## config.mk

```make
export PLATFORM = sky130hd
export DESIGN_NAME = uart_transceiver
export DESIGN_NICKNAME = d
export VERILOG_FILES = /design/src/rtl/uart_pkg.sv /design/src/rtl/uart_bit_timer.sv /design/src/rtl/uart_transceiver.sv
export SDC_FILE = /design/constraint.sdc
export NUM_CORES = 1
export LEC_CHECK = 0
export ABC_AREA = 1
export CAP_MARGIN = 0
export CORE_UTILIZATION = 55
export CTS_CLUSTER_DIAMETER = 50
export DETAILED_ROUTE_END_ITERATION = 10
export HOLD_SLACK_MARGIN = 0.05
export PLACE_DENSITY = 0.78
export SETUP_SLACK_MARGIN = 0.5
export SYNTH_ARGS = -nofsm -noshare
export SYNTH_HDL_FRONTEND = slang
export SYNTH_SLANG_ARGS = --single-unit
```

## constraint.sdc

```tcl
create_clock -name clock -period 4.8 [get_ports clock]
set_input_delay 0.96 -clock clock [delete_from_list [all_inputs] [get_ports clock]]
set_output_delay 0.96 -clock clock [all_outputs]
set_load 0.03 [all_outputs]
```

## src/rtl/uart_pkg.sv

```systemverilog
// Shared types and helper functions for the UART transceiver.
package uart_pkg;

  typedef enum logic [1:0] {
    IDLE  = 2'd0,
    START = 2'd1,
    DATA  = 2'd2,
    STOP  = 2'd3
  } uart_state_t;

  // Clocks per bit, integer division.
  function automatic int unsigned calc_cpb(input int unsigned clk_freq,
                                           input int unsigned bit_rate);
    return clk_freq / bit_rate;
  endfunction

  // Half a bit period, used to land the start-bit check mid-bit.
  function automatic int unsigned calc_half(input int unsigned clk_freq,
                                            input int unsigned bit_rate);
    return calc_cpb(clk_freq, bit_rate) / 2;
  endfunction

  // Counter width able to hold values 0..n-1, never narrower than one bit.
  function automatic int unsigned calc_cnt_w(input int unsigned n);
    return (n < 2) ? 1 : $clog2(n);
  endfunction

endpackage

```

## src/rtl/uart_bit_timer.sv

```systemverilog
// Loadable down-counter; terminal count is flagged while the count sits at zero.
module uart_bit_timer #(
  parameter int unsigned CNT_W = 8
) (
  input  logic             clock,
  input  logic             reset,
  input  logic             i_load,
  input  logic [CNT_W-1:0] i_load_val,
  output logic             o_tc_c
);

  logic [CNT_W-1:0] r_count;

  // Load has priority; otherwise count down and hold at zero.
  always_ff @(posedge clock) begin
    if (reset) begin
      r_count <= '0;
    end else if (i_load) begin
      r_count <= i_load_val;
    end else if (r_count != '0) begin
      r_count <= r_count - CNT_W'(1);
    end
  end

  assign o_tc_c = (r_count == '0);

endmodule

```

## src/rtl/uart_transceiver.sv

```systemverilog
// Full-duplex 8N1-style UART: independent TX and RX paths on one clock.
// Requires at least 2 clocks per bit and at least 2 payload bits.
module uart_transceiver
  import uart_pkg::*;
#(
  parameter int unsigned BIT_RATE     = 115200,
  parameter int unsigned CLK_FREQ     = 16_000_000,
  parameter int unsigned PAYLOAD_BITS = 8
) (
  input  logic                    clock,
  input  logic                    reset,
  input  logic                    io_i_tx_trig,
  input  logic [PAYLOAD_BITS-1:0] io_i_data,
  output logic                    io_o_tx_busy,
  output logic                    io_o_tx_done,
  output logic                    io_o_serial_data,
  input  logic                    io_i_serial_data,
  output logic                    io_o_rx_done,
  output logic [PAYLOAD_BITS-1:0] io_o_data
);

  localparam int unsigned CPB   = calc_cpb(CLK_FREQ, BIT_RATE);
  localparam int unsigned HALF  = calc_half(CLK_FREQ, BIT_RATE);
  localparam int unsigned CNT_W = calc_cnt_w(CPB);
  localparam int unsigned IDX_W = calc_cnt_w(PAYLOAD_BITS);

  localparam logic [CNT_W-1:0] CPB_LD  = CNT_W'(CPB - 1);
  // STOP holds at zero for one extra cycle so tx_done can be registered.
  localparam logic [CNT_W-1:0] STOP_LD = CNT_W'(CPB - 2);
  localparam logic [CNT_W-1:0] HALF_LD = CNT_W'((HALF > 0) ? HALF - 1 : 0);
  localparam logic [IDX_W-1:0] LAST_IDX = IDX_W'(PAYLOAD_BITS - 1);

  // ---------------- TX path ----------------
  uart_state_t             r_tx_state;
  logic [PAYLOAD_BITS-1:0] r_tx_shift;
  logic [IDX_W-1:0]        r_tx_idx;
  logic                    r_tx_busy;
  logic                    r_tx_done;
  logic                    r_tx_line;
  logic                    w_tx_tc;
  logic                    w_tx_load;
  logic [CNT_W-1:0]        w_tx_load_val;

  uart_bit_timer #(.CNT_W(CNT_W)) u_tx_timer (
    .clock      (clock),
    .reset      (reset),
    .i_load     (w_tx_load),
    .i_load_val (w_tx_load_val),
    .o_tc_c     (w_tx_tc)
  );

  // TX timer reload at each bit boundary.
  always_comb begin
    w_tx_load     = 1'b0;
    w_tx_load_val = CPB_LD;
    case (r_tx_state)
      IDLE:    w_tx_load = io_i_tx_trig;
      START:   w_tx_load = w_tx_tc;
      DATA: begin
        w_tx_load = w_tx_tc;
        if (r_tx_idx == LAST_IDX) w_tx_load_val = STOP_LD;
      end
      default: w_tx_load = 1'b0;
    endcase
  end

  // TX frame sequencer with registered line, busy and done.
  always_ff @(posedge clock) begin
    if (reset) begin
      r_tx_state <= IDLE;
      r_tx_shift <= '0;
      r_tx_idx   <= '0;
      r_tx_busy  <= 1'b0;
      r_tx_done  <= 1'b0;
      r_tx_line  <= 1'b1;
    end else begin
      r_tx_done <= 1'b0;
      case (r_tx_state)
        IDLE: begin
          if (io_i_tx_trig) begin
            r_tx_shift <= io_i_data;
            r_tx_busy  <= 1'b1;
            r_tx_line  <= 1'b0;
            r_tx_state <= START;
          end
        end
        START: begin
          if (w_tx_tc) begin
            r_tx_line  <= r_tx_shift[0];
            r_tx_idx   <= '0;
            r_tx_state <= DATA;
          end
        end
        DATA: begin
          if (w_tx_tc) begin
            if (r_tx_idx == LAST_IDX) begin
              r_tx_line  <= 1'b1;
              r_tx_state <= STOP;
            end else begin
              r_tx_line  <= r_tx_shift[1];
              r_tx_shift <= r_tx_shift >> 1;
              r_tx_idx   <= r_tx_idx + IDX_W'(1);
            end
          end
        end
        STOP: begin
          if (w_tx_tc) begin
            if (r_tx_done) begin
              r_tx_busy  <= 1'b0;
              r_tx_state <= IDLE;
            end else begin
              r_tx_done <= 1'b1;
            end
          end
        end
        default: r_tx_state <= IDLE;
      endcase
    end
  end

  assign io_o_tx_busy     = r_tx_busy;
  assign io_o_tx_done     = r_tx_done;
  assign io_o_serial_data = r_tx_line;

  // ---------------- RX path ----------------
  uart_state_t             r_rx_state;
  logic                    r_sync1;
  logic                    r_sync2;
  logic                    r_sync_prev;
  logic [PAYLOAD_BITS-1:0] r_rx_shift;
  logic [IDX_W-1:0]        r_rx_idx;
  logic                    r_rx_done;
  logic [PAYLOAD_BITS-1:0] r_rx_data;
  logic                    w_rx_fall;
  logic                    w_rx_tc;
  logic                    w_rx_load;
  logic [CNT_W-1:0]        w_rx_load_val;

  // Two-flop synchronizer plus a delayed copy for falling-edge detection.
  always_ff @(posedge clock) begin
    if (reset) begin
      r_sync1     <= 1'b1;
      r_sync2     <= 1'b1;
      r_sync_prev <= 1'b1;
    end else begin
      r_sync1     <= io_i_serial_data;
      r_sync2     <= r_sync1;
      r_sync_prev <= r_sync2;
    end
  end

  assign w_rx_fall = r_sync_prev & ~r_sync2;

  uart_bit_timer #(.CNT_W(CNT_W)) u_rx_timer (
    .clock      (clock),
    .reset      (reset),
    .i_load     (w_rx_load),
    .i_load_val (w_rx_load_val),
    .o_tc_c     (w_rx_tc)
  );

  // RX timer: half a bit to the start-bit centre, then whole bits.
  always_comb begin
    w_rx_load     = 1'b0;
    w_rx_load_val = CPB_LD;
    case (r_rx_state)
      IDLE: begin
        w_rx_load     = w_rx_fall;
        w_rx_load_val = HALF_LD;
      end
      START:   w_rx_load = w_rx_tc & ~r_sync2;
      DATA:    w_rx_load = w_rx_tc;
      default: w_rx_load = 1'b0;
    endcase
  end

  // RX frame sampler; only a frame with a high stop bit updates the output word.
  always_ff @(posedge clock) begin
    if (reset) begin
      r_rx_state <= IDLE;
      r_rx_shift <= '0;
      r_rx_idx   <= '0;
      r_rx_done  <= 1'b0;
      r_rx_data  <= '0;
    end else begin
      r_rx_done <= 1'b0;
      case (r_rx_state)
        IDLE: begin
          if (w_rx_fall) r_rx_state <= START;
        end
        START: begin
          if (w_rx_tc) begin
            r_rx_idx   <= '0;
            r_rx_state <= r_sync2 ? IDLE : DATA;
          end
        end
        DATA: begin
          if (w_rx_tc) begin
            r_rx_shift <= {r_sync2, r_rx_shift[PAYLOAD_BITS-1:1]};
            if (r_rx_idx == LAST_IDX) begin
              r_rx_state <= STOP;
            end else begin
              r_rx_idx <= r_rx_idx + IDX_W'(1);
            end
          end
        end
        STOP: begin
          if (w_rx_tc) begin
            if (r_sync2) begin
              r_rx_data <= r_rx_shift;
              r_rx_done <= 1'b1;
            end
            r_rx_state <= IDLE;
          end
        end
        default: r_rx_state <= IDLE;
      endcase
    end
  end

  assign io_o_rx_done = r_rx_done;
  assign io_o_data    = r_rx_data;

endmodule

```

==> flow_metrics.tcl <==
set metrics [dict create \
    slew_headroom_pct 68.5 \
    synth_seq_area_share_pct 41.2 \
    timing.critical_path.slowest_stage_cell "clkdlybuf4s50_1" \
    cp.required_ns 3.84 \
    final_net_count 426 \
    dpl_worst_slack_ns 2.44 \
    min-delay-path-class "register to register" \
    globalRoute.totalOverflow 0 \
    hold_viol 0 \
    critical_path.endpoint_type "primary output" \
    cp_top_family "buffers and inverters" \
    initial_utilization_pct 57.8 \
    yosysWarnings 0 \
    ioPinCount 24 \
    cts_inserted_buffers 9 \
    routed_length_per_placed_instance_um 11.3 \
    syn-mean-instance-area_sq_um 7.38 \
    cts_buffer_depth 2 \
    avgViaCountPerCell 5.01 \
    post_cts_hold_buffers 0 \
    dp_hpwl_mm 3.66 \
    use_met3_pct 4.14 \
    setup.worst_path.start_class "register" \
    worstPathCellList "clkdlybuf4s50_1" \
    final_util_pct 67.8 \
    ctsResizeCount 0 \
    die_height_um 72.9 \
    irDropWorstVdd_mv 0.346 \
    synthesis.instances 375 \
    final_period_minus_worst_setup_slack_ns 2.34 \
    postRouteAntennaNets 0 \
    coreArea_sq_um 4790 \
    outcome "complete, no violations" \
    grt_max_degree 33 \
    worstPathArrival_ns 1.38 \
    tritoncts "yes" \
    floorplan.die_area_sq_um 5320 \
    mappedNetlistNets 400 \
    cts-root-buf "clkbuf_8" \
    via_count 2372 \
    max_transition_viols_final 0 \
    final_estimated_routing_congestion_in_global_placement 0.799 \
    synth.distinct_cells 32 \
    finalPower_mw 1.93 \
    cts.clk_slew.worst_paths_ns 0.07 \
    io_buffers 23 \
    highest_fanout_seen_on_the_critical_path 3 \
    drt-pass1-iter-count 5 \
    rsz0062_at_grt "false" \
    critical_path_buf_inv_count 1 \
    mostFrequentLayoutCells "nand2_1 (80), nor2_1 (58), dfxtp_1 (57)" \
    grt_pass1_wl_mm 9.32 \
    grt_util_met1_pct 29.0 \
    postSynthRegisterBits 57 \
    initial_antenna_violation_count 0 \
    layout.cells.most_common "nand2_1" \
    leakagePower_nw 1.43 \
    std_cell_rows 25 \
    grtUsageMet2_pct 37.2 \
    synth.cell_area_sq_um 2770 \
    grt_util_all_layers_pct 22.9 \
    top_usage_layer "met2" \
    skew_ns 0.00502 \
    total_power_per_unit_cell_area_nw_per_um2 595 \
    first_global_vias 2174 \
    post-cts-setup-buffer-count 0 \
    number_of_diodes_added_for_antenna_fixing 0 \
    cts_sinks 57 \
    cap_viol_max_count 0 \
    worst_path_largest_cell_delay_ns 0.68 \
    drc 0 \
    critical_path_class "register to primary output" \
    cts.htree.levels 3 \
    detailedRoute.firstIterationViolations 168 \
    worst-slew-pin-transition_ns 0.472 \
    dieWidth_um 72.9 \
    achievable-frequency_ghz 0.428 \
    finalSetupTns_ns 0 \
    layout_worst_path_cycle_share_pct 48.7 \
    finalWorstSetupSlack_ns 2.46 \
    syn_to_final_growth_pct 17.3 \
    worstSkewPairLatency_ns 0.34 \
    detail_route.wirelength_mm 5.35 \
    final_layout_size_suffix_gt1_share_pct 9.85 \
    setup_violations 0 \
]
==> layout make-up <==
type                       instances  area [sq um]
fill                             408          1540
tap                               67          83.8
clock buffer                       9           124
timing repair buffer              24           238
clock inverter                     7          78.8
multi-input combinational        274          1450
inverter                          35           131
sequential                        57          1140
==> cells by family after synthesis <==
| logic type | Yosys count | share of synthesized area, % |
|---|---|---|
| AOI/OAI and AO/OA | 58 | 10.8 |
| xor gates and xnor gates | 9 | 2.85 |
| adders and majority gates | 13 | 5.88 |
| buffers and inverters | 44 | 6.37 |
| DFF | 57 | 41.2 |
| and+or+nand+nor | 194 | 32.9 |
==> cell usage after synthesis, drive strengths merged <==
cell type | n | area (sq um)
dfxtp | 57 | 1140
buf | 2 | 18.8
or2 | 5 | 31.3
ha | 13 | 163
and2 | 1 | 6.26
xnor2 | 2 | 17.5
o21ai | 21 | 105
clkbuf | 7 | 26.3
inv | 35 | 131
nand4 | 3 | 18.8
nor4 | 1 | 6.26
nand3 | 29 | 158
o21a | 1 | 7.51
nor3b | 1 | 7.51
nor3 | 4 | 31.3
nand2 | 83 | 324
xor2 | 7 | 61.3
a21boi | 1 | 7.51
nand3b | 1 | 7.51
nor2 | 66 | 319
a21oi | 35 | 179
==> where the power goes <==
part | internal, mW | switching (mW)
registers | 0.573 | 0.0752
logic | 0.306 | 0.520
clock network | 0.243 | 0.213
==> metrics by stage <==
stage | cell area, sq um | instances | hold slack, ns
floorplan | 2770 | 375 | 0.389
global placement | 3040 | 457 | 0.394
detailed placement | 3040 | 457 | 0.402
CTS | 3250 | 473 | 0.419
global route | 3250 | 473 | 0.435
finish | 3250 | 473 | 0.416
==> state kept, by name, summed over array words and instances, names as in the netlist, named ones only <==
name and count:
r_tx_state 2, io_o_tx_done 1, r_sync1 1, r_rx_shift 8, r_rx_state 1, r_rx_idx 3
u_rx_timer.r_count 8, io_o_rx_done 1, u_tx_timer.r_count 8, r_sync2 1, io_o_serial_data 1, io_o_tx_busy 1
r_tx_shift 8, r_sync_prev 1, r_tx_idx 3, io_o_data 8
==> worst paths after layout <==
check / from / endpoint / slack, ns / cells after the start
min reg2reg: r_sync1 / r_sync2 / 0.42 / 1
max reg2reg: r_tx_state[0] / r_tx_shift[5] / 2.68 / 8
min: r_sync1 / r_sync2 / 0.42 / 1
max: io_o_tx_done / io_o_tx_done / 2.46 / 1
==> worst reg2reg max path: cells and delay by family, from the launching register on <==
kind | cells | cell delay [ns]
buf+inv | 2 | 0.47
flops | 1 | 0.42
compound gates | 1 | 0.06
simple gates | 4 | 0.66
fa+ha+maj | 1 | 0.38
==> per-layer routing <==
layer	vias up	part of all wire, %
met5	-	0
met4	0	1.3
met3	9	4.2
met2	51	47
met1	1061	48
li1	1251	-
Note: power is estimated with default switching activity, not from simulation.
